**src/rtl/dot_prod_accum_pkg.sv**
```systemverilog
// Shared definitions for the dot-product accumulator: the sign-magnitude
// fixed-point format (bit 31 sign, bits 30:0 magnitude, 15 fractional bits)
// and the controller state encoding.
package dot_prod_accum_pkg;

    localparam int FX_W    = 32;
    localparam int MAG_W   = FX_W - 1;
    localparam int FX_FRAC = 15;

    localparam logic [MAG_W-1:0] MAG_MAX = 31'h7FFF_FFFF;
    localparam logic [FX_W-1:0]  FX_ONE  = 32'h0000_8000;

    typedef enum logic [1:0] {
        IDLE  = 2'd0,
        ACCUM = 2'd1,
        DONE  = 2'd2
    } state_t;

    // Packs a sign and magnitude, forcing a zero magnitude to positive zero.
    function automatic logic [FX_W-1:0] fx_pack(input logic sign, input logic [MAG_W-1:0] mag);
        return {sign && (mag != '0), mag};
    endfunction

endpackage

```
**src/rtl/dot_prod_accum_fx_mac_sat.sv**
```systemverilog
// fx_mac_sat: purely combinational multiply-accumulate step in sign-magnitude
// fixed point. Returns acc + weight*node with magnitude saturation; ovf flags
// that either the product or the sum had to be clamped.
import dot_prod_accum_pkg::*;

module fx_mac_sat (
    input  logic [FX_W-1:0] acc,
    input  logic [FX_W-1:0] weight,
    input  logic [FX_W-1:0] node,
    output logic [FX_W-1:0] sum,
    output logic            ovf
);

    logic [2*MAG_W-1:0] mag_prod;
    logic [2*MAG_W-1:0] prod_shift;
    logic [MAG_W-1:0]   prod_mag;
    logic               prod_sign;
    logic               prod_ovf;
    logic [MAG_W:0]     mag_sum;
    logic [MAG_W-1:0]   res_mag;
    logic               res_sign;
    logic               add_ovf;

    // Form the truncated, saturated product and add it to the running sum.
    always_comb begin
        mag_prod   = {{MAG_W{1'b0}}, weight[MAG_W-1:0]} * {{MAG_W{1'b0}}, node[MAG_W-1:0]};
        prod_shift = mag_prod >> FX_FRAC;
        prod_ovf   = 1'b0;
        prod_mag   = prod_shift[MAG_W-1:0];
        if (prod_shift[2*MAG_W-1:MAG_W] != '0) begin
            prod_mag = MAG_MAX;
            prod_ovf = 1'b1;
        end
        prod_sign = (weight[FX_W-1] ^ node[FX_W-1]) && (prod_mag != '0);

        mag_sum  = '0;
        add_ovf  = 1'b0;
        res_mag  = '0;
        res_sign = 1'b0;
        if (acc[FX_W-1] == prod_sign) begin
            mag_sum  = {1'b0, acc[MAG_W-1:0]} + {1'b0, prod_mag};
            res_sign = prod_sign;
            if (mag_sum[MAG_W]) begin
                res_mag = MAG_MAX;
                add_ovf = 1'b1;
            end else begin
                res_mag = mag_sum[MAG_W-1:0];
            end
        end else if (acc[MAG_W-1:0] >= prod_mag) begin
            res_mag  = acc[MAG_W-1:0] - prod_mag;
            res_sign = acc[FX_W-1];
        end else begin
            res_mag  = prod_mag - acc[MAG_W-1:0];
            res_sign = prod_sign;
        end

        sum = fx_pack(res_sign, res_mag);
        ovf = prod_ovf | add_ovf;
    end

endmodule

```
**src/rtl/dot_prod_accum.sv**
```systemverilog
// dot_prod_accum: accumulates a stream of weight/input pairs into one
// sign-magnitude output-node value, then holds it until it is consumed.
// Optional build macro DOT_PROD_ACCUM_RELU_EN clamps negative results to zero
// on out_data (count and overflow flag are unaffected).
import dot_prod_accum_pkg::*;

module dot_prod_accum #(
    parameter int CNT_W = 16
) (
    input  logic              clk,
    input  logic              rst_n,
    input  logic              in_valid,
    output logic              in_ready,
    input  logic [FX_W-1:0]   in_weight,
    input  logic [FX_W-1:0]   in_node,
    input  logic              in_last,
    input  logic              flush,
    output logic              out_valid,
    input  logic              out_ready,
    output logic [FX_W-1:0]   out_data,
    output logic [CNT_W-1:0]  out_terms,
    output logic              out_ovf
);

    state_t           state;
    state_t           state_next;
    logic [FX_W-1:0]  acc;
    logic [FX_W-1:0]  acc_next;
    logic [CNT_W-1:0] terms;
    logic [CNT_W-1:0] terms_next;
    logic             ovf;
    logic             ovf_next;
    logic [FX_W-1:0]  mac_sum;
    logic             mac_ovf;
    logic             accept;
    logic             out_fire;

    fx_mac_sat u_mac (
        .acc    (acc),
        .weight (in_weight),
        .node   (in_node),
        .sum    (mac_sum),
        .ovf    (mac_ovf)
    );

    // Handshake flags are decoded from the state register only.
    assign in_ready  = (state != DONE);
    assign out_valid = (state == DONE);
    assign accept    = in_valid && in_ready;
    assign out_fire  = out_valid && out_ready;

    assign out_terms = terms;
    assign out_ovf   = ovf;

`ifdef DOT_PROD_ACCUM_RELU_EN
    assign out_data = acc[FX_W-1] ? '0 : acc;
`else
    assign out_data = acc;
`endif

    // Next-state and datapath update; flush overrides any accept or handshake.
    always_comb begin
        state_next = state;
        acc_next   = acc;
        terms_next = terms;
        ovf_next   = ovf;
        if (flush) begin
            state_next = IDLE;
            acc_next   = '0;
            terms_next = '0;
            ovf_next   = 1'b0;
        end else begin
            case (state)
                IDLE, ACCUM: begin
                    if (accept) begin
                        acc_next   = mac_sum;
                        ovf_next   = ovf | mac_ovf;
                        terms_next = (terms == {CNT_W{1'b1}}) ? terms
                                   : terms + {{(CNT_W-1){1'b0}}, 1'b1};
                        state_next = in_last ? DONE : ACCUM;
                    end
                end
                DONE: begin
                    if (out_fire) begin
                        state_next = IDLE;
                        acc_next   = '0;
                        terms_next = '0;
                        ovf_next   = 1'b0;
                    end
                end
                default: begin
                    state_next = IDLE;
                    acc_next   = '0;
                    terms_next = '0;
                    ovf_next   = 1'b0;
                end
            endcase
        end
    end

    // State and accumulator registers; reset discards any partial sum.
    always_ff @(posedge clk or negedge rst_n) begin
        if (!rst_n) begin
            state <= IDLE;
            acc   <= '0;
            terms <= '0;
            ovf   <= 1'b0;
        end else begin
            state <= state_next;
            acc   <= acc_next;
            terms <= terms_next;
            ovf   <= ovf_next;
        end
    end

endmodule

```
**config.mk**
```make
export PLATFORM = sky130hd
export DESIGN_NAME = dot_prod_accum
export DESIGN_NICKNAME = d
export VERILOG_FILES = /design/src/rtl/dot_prod_accum_pkg.sv /design/src/rtl/dot_prod_accum_fx_mac_sat.sv /design/src/rtl/dot_prod_accum.sv
export SDC_FILE = /design/constraint.sdc
export NUM_CORES = 2
export LEC_CHECK = 0
export ABC_CLOCK_PERIOD_IN_PS = 12400
export CAP_MARGIN = 30
export CORE_ASPECT_RATIO = 0.8
export CORE_MARGIN = 2
export CORE_UTILIZATION = 49
export CTS_BUF_LIST = sky130_fd_sc_hd__clkbuf_16
export DETAILED_ROUTE_END_ITERATION = 8
export DONT_BUFFER_PORTS = 1
export GPL_ROUTABILITY_DRIVEN = 0
export HOLD_SLACK_MARGIN = 0.05
export SLEW_MARGIN = 30
export SYNTH_ARGS = -nofsm -noshare
export SYNTH_HDL_FRONTEND = slang
export SYNTH_SLANG_ARGS = --single-unit
```
**constraint.sdc**
```tcl
create_clock -name clk -period 12.4 [get_ports clk]
set_input_delay 1.24 -clock clk [delete_from_list [all_inputs] [get_ports clk]]
set_output_delay 1.24 -clock clk [all_outputs]
set_load 0.005 [all_outputs]
```
After elaboration in Yosys (flattened, before gate mapping)
Index checks and enable logic that the tools add are counted.
{ "word_totals": {"register_bits": 51, "inputBits": 70, "out_inout_bits": 51} }
{ "classes": {"addsub": 4, "mul": 1, "order_cmp": 1, "eq_ne": 8, "muxes": 27, "bitwise": 3, "n_reduce_logical": 11} }
{ "ops": {"columns": ["cell", "n"], "rows": [
  ["$mux 31", 4],
  ["$mux 32", 3],
  ["$reduce_bool 31->1", 3],
  ["$mux 16", 4],
  ["$pmux 32 s2", 1],
  ["$mul 31x31->62", 1],
  ["$sub 31x31->31", 2],
  ["$add 31x31->32", 1],
  ["$pmux 16 s2", 1],
  ["$ge 31x31->1", 1],
  ["$add 16x1->16 const B", 1],
  ["$eq 16x16->1 const B", 1],
  ["$mux 1", 8],
  ["$mux 2", 4],
  ["$ne 3x3->1 const B", 2],
  ["$logic_and 1x1->1", 4],
  ["$pmux 2 s2", 1],
  ["$ne 3x2->1 const B", 1],
  ["$reduce_and 3->1", 1],
  ["$eq 2x1->1 const B", 1],
  ["$eq 2x2->1 const B", 1],
  ["$logic_not 2->1", 1],
  ["$ne 2x2->1 const B", 1],
  ["$or 1x1->1", 2],
  ["other kinds (5)", 5]
]} }

Depth between registers and ports, before layout
{ "depth": {"depth_word": 12, "mapped_depth": 53} }

Hierarchy
Synthesis repeated with hierarchy kept, for this count alone.
{ "unflattened": {"hier_cells": 4765, "area_unflattened_um2": 40133.5} }
{ "modules_own_cells": {"columns": ["mod", "instances", "cells_per_inst", "area_per_inst_um2", "seq_area_each_um2"], "rows": [
  ["fx_mac_sat", 1, 4494, 37634.8, 0.0],
  ["dot_prod_accum", 1, 271, 2498.6, 1276.2]
]} }

Worst setup path after synthesis
Ideal clock, no wire load.
{ "synth_timing": {"path_kind": "input-to-reg", "start": "in in_node[7]", "end": "reg acc[31], in the netlist out_data[31]", "setup_time_ns": 0.135, "t_arrival_ns": 13.466, "path_slack_ns": -1.201, "cell_stages": 43, "cell_sequence": "clkbuf_1 and2_1 fa_1 fa_1 inv_1 fa_1 fa_1 inv_1 fa_1 fa_1 fa_1 fa_1 ha_1 clkbuf_1 and4_1 nand2_1 a2111oi_0 nor3_1 [... 7 more ...] nand2_1 ha_1 clkbuf_1 nand4_1 or2_2 nor3_1 a311o_1 a41o_1 a21boi_1 mux2_2 xnor2_1 or4b_2 nor4_2 o21ai_1 nor4_2 nand2_1 nor4_1 o211ai_1"} }
{ "synth_via": {"elab_chain_len": 12, "elab_cells_between_ends": 20, "cone_classes": "add/sub (3); mul (1); order compare (1); eq/ne (1); mux (9); reduce/logical (5)"} }
{ "synth_lines": {"columns": ["item", "line_no", "source"], "rows": [
  ["start, declared", "dot_prod_accum.sv:15", "input logic [FX_W-1:0] in_node,"],
  ["$mul 31x31->62 *", "dot_prod_accum_fx_mac_sat.sv:26", "mag_prod = {{MAG_W{1'b0}}, weight[MAG_W-1:0]} * {{MAG_W{1'b0}}, node[MAG_W-1:0]};"],
  ["$reduce_bool 31->1", "dot_prod_accum_fx_mac_sat.sv:30", "if (prod_shift[2*MAG_W-1:MAG_W] != '0) begin"],
  ["$mux 31 *", "dot_prod_accum_fx_mac_sat.sv:30", null],
  ["branches (longest 5 deep; another with $sub 31x31->31)", null, null],
  ["$logic_and 1x1->1 *", "dot_prod_accum_pkg.sv:21", "return {sign && (mag != '0), mag};"],
  ["$mux 32 *", "dot_prod_accum.sv:75", "if (accept) begin"],
  ["$pmux 32 s2 *", "dot_prod_accum.sv:73", "case (state)"],
  ["$mux 32 *", "dot_prod_accum.sv:67", "if (flush) begin"],
  ["end signal, assigned", "dot_prod_accum.sv:110", "acc <= acc_next;"],
  ["end, declared", "dot_prod_accum.sv:27", "logic [FX_W-1:0] acc;"]
]} }
Every way passes the cells marked *. The select of a mux whose other input is x is not followed.
A chain may end at the register's enable or synchronous reset.

Final worst setup path
Same ends and word-level chain as after synthesis.

==> run_results.csv <==
group,metric,value,unit
global_routing,overflow,0,
setup_path,worst-r2r-setup-slack,7.47,ns
cts,path_clk_slew,0.07,ns
synth,synthTopCellsByCount,"inv_1, fa_1, and2_1",
die,die_w,324,um
sta,rsz0062_at_grt,"true",
synth,syn_area,40100,um2
sta,final-hold-violation-count,0,
sta,setup_slack,-0.199,ns
global_routing,grt_pass1_wl,199,mm
setup_path,crit_top_cell,"fa_1",
die,die_area,84100,um2
synth,synth_nets,5987,
setup_path,worst-endpoint-arrival,12.79,ns
synth,synth_top_family_by_area,"adder cells",
cts,cts_buffers,5,
setup_path,crit_fanout,31,
hold_path,worst_hold_path_type,"reg2reg",
sta,period_share,102,%
cts,clkLatencyLatePin,0.32,ns
synth,synth_top_area_cell,"fa_1",
setup_path,cp_slowest_cell,"fa_1",
routing,drtPass1Iterations,6,
setup_path,worstPathRequired,12.59,ns
cts,cts_root_buf,"clkbuf_16",
status,status,"finished, violations left",
global_routing,grt_pass1_vias,34800,
synth,synth_simple_gate_area_share,19.9,%
place,numPortBuffers,0,
finish,final_layout_size_suffix_gt1_share,15.6,%
cts,cts_tree,"yes",
synth,synth_top_area_share,41.9,%
sta,clock.fmax,79.4,MHz
routing,via_per_inst,5.54,
routing,vias,34300,
setup_path,crit_type,"in2reg",
setup_path,max_stage_delay,0.57,ns
routing,ant_nets,0,
global_routing,antenna_found_initial,6,
synth,synth-edff-count,0,
sta,maxSlewViolCount,0,
synth,synth-compound-area-share,10.8,%
synth,yosysMostFrequentCell,"inv_1",
routing,first_iter_violations,2868,
finish,fin_nets,6350,
routing,drc_errors,0,
die,fp.coreArea,80800,um2
cts,clock_sinks,51,
sta,skew,0.0108,ns
synth,syn_avg_cell_area,8.46,um2
routing,wirelength,128,mm
status,violations,"negative setup slack",
synth,synth_cells,4732,
synth,synthTopCellsByArea,"fa_1, ha_1, and2_1, inv_1, nand2_1",
die,pin_count,121,
run,maxCapViolCount,0,
synth,synthArstFlopShare,100,%
die,start_util,49.6,%
global_routing,grt_max_degree,52,
synth,ys_ff_latch,51,
die,die_h,260,um
sta,tns,-0.199,ns
cts,holdBufCountCts,0,
finish,area_delta_synth_final,14.9,%
sta,setup_viol_count_final,1,
sta,period_minus_slack,12.60,ns
setup_path,worst_setup_path_end_kind,"flip-flop",
routing,wire_per_inst,20.7,um
global_routing,grt_usage,30.7,%
cts,cts_buffer_depth,2,
synth,yosys_warnings,0,
cts,htreeDepth,2,
place,hpwl,105,mm
finish,nFillCells,7520,
synth,ys_types,91,
synth,synthFlopType,"dfrtp_1",
sta,worst_pin_slew,0.898,ns
synth,synth-xor-area-share,1.32,%
die,num_rows,93,
synth,synthAdderAreaFrac,52.7,%
sta,slew-limit-headroom,39.9,%
synth,seq_area_frac_synth,3.19,%
synth,muxShareOfSynthArea,0.800,%
setup_path,start_kind,"input pin",
kinds of logic (layout without fill, tap and decap cells):
kind of cell / after synthesis / count (layout)
buffers and inverters: 1181 / 1545
other: 0 / 1
adder cells (fa/ha/maj): 1185 / 1185
multiplexers: 31 / 31
XOR/XNOR: 59 / 59
flip-flops: 51 / 51
AND/OR/NAND/NOR: 1555 / 1555
AO/OA/AOI/OAI: 670 / 670
state kept, by name (all words and copies together), names as in the netlist:
register and count:
out_data 32, out_terms 16, state 2, out_ovf 1
final timing paths:
path | start | endpoint | depth (start not counted)
hold / removal | state[0]$_DFFE_PN0P_ | state[0]$_DFFE_PN0P_ | 2
min in group asynchronous | rst_n | out_data[26]$_DFFE_PN0P_ | 0
setup reg to reg | out_data[1]$_DFFE_PN0P_ | out_data[31]$_DFFE_PN0P_ | 24
hold reg to reg | state[0]$_DFFE_PN0P_ | state[0]$_DFFE_PN0P_ | 2
setup / recovery | in_node[7] | out_data[31]$_DFFE_PN0P_ | 49
max in group asynchronous | rst_n | out_data[1]$_DFFE_PN0P_ | 0
stage by stage:
stage                     cell area, um2  setup WS, ns  utilization, %  cells  hold WS [ns]
after global placement             45000        -0.516            55.8   6155         0.514
after global routing               46000        -0.483            57.0   6188         0.554
after floorplan                    40200        0.0155               -   4732         0.480
after CTS                          45400        -0.102            56.2   6169         0.533
after detailed placement           45000        -0.630            55.8   6155         0.517
final                              46000        -0.199            57.0   6189         0.528
worst max-delay path, delay by kind of cell:
family | cells | cell delay, ns
buffers and inverters | 12 | 1.59
muxes | 1 | 0.18
adders and majority gates | 10 | 4.50
and+or+nand+nor | 14 | 3.02
xor gates and xnor gates | 1 | 0.14
AOI/OAI and AO/OA | 11 | 2.08
cell type report:
cell class	instances	area (um2)	area share, %
inverters	897	3370	7.32
clock buffers	5	125	0.272
flip-flops and latches	51	1280	2.77
multi-input cells	3500	34900	75.9
well taps	1092	1370	2.97
clock inverters	3	28.8	0.0625
repair buffers	640	4910	10.7
diodes	1	2.50	0.00544
cells in the final DEF, fill, tap and decap left out, drive strengths merged, types with 14 or more instances in the layout:
cell type	count
mux2i	23
nand4	53
o21ai	158
xnor2	35
nor3	29
a211oi	24
nand2b	27
ha	346
nand2	552
nand3	37
a31oi	14
buf	639
o31ai	18
o211ai	23
nor2	168
xor2	23
a22o	18
a21oi	207
dfrtp	51
o21a	19
a21o	34
inv	898
o21bai	33
fa	839
and3	23
and2	590
per-layer routing:
metal / up-vias / part of all wire [%] / GRT usage, %
met4: 4 / 2.0 / 5.20
li1: 15400 / - / -
met2: 1388 / 43 / 45.5
met1: 17300 / 45 / 45.7
met3: 184 / 10 / 8.10
met5: - / 0.022 / 0
what timing repair did:
item	CTS	global route
pin swaps	13	59
endpoints found under the setup margin	4	21
gates resized for setup	27	103
gates cloned	0	1
setup buffers	6	18
Power is not shown: default switching activity piles up to over one toggle a cycle in this logic, so the estimate is an artifact.
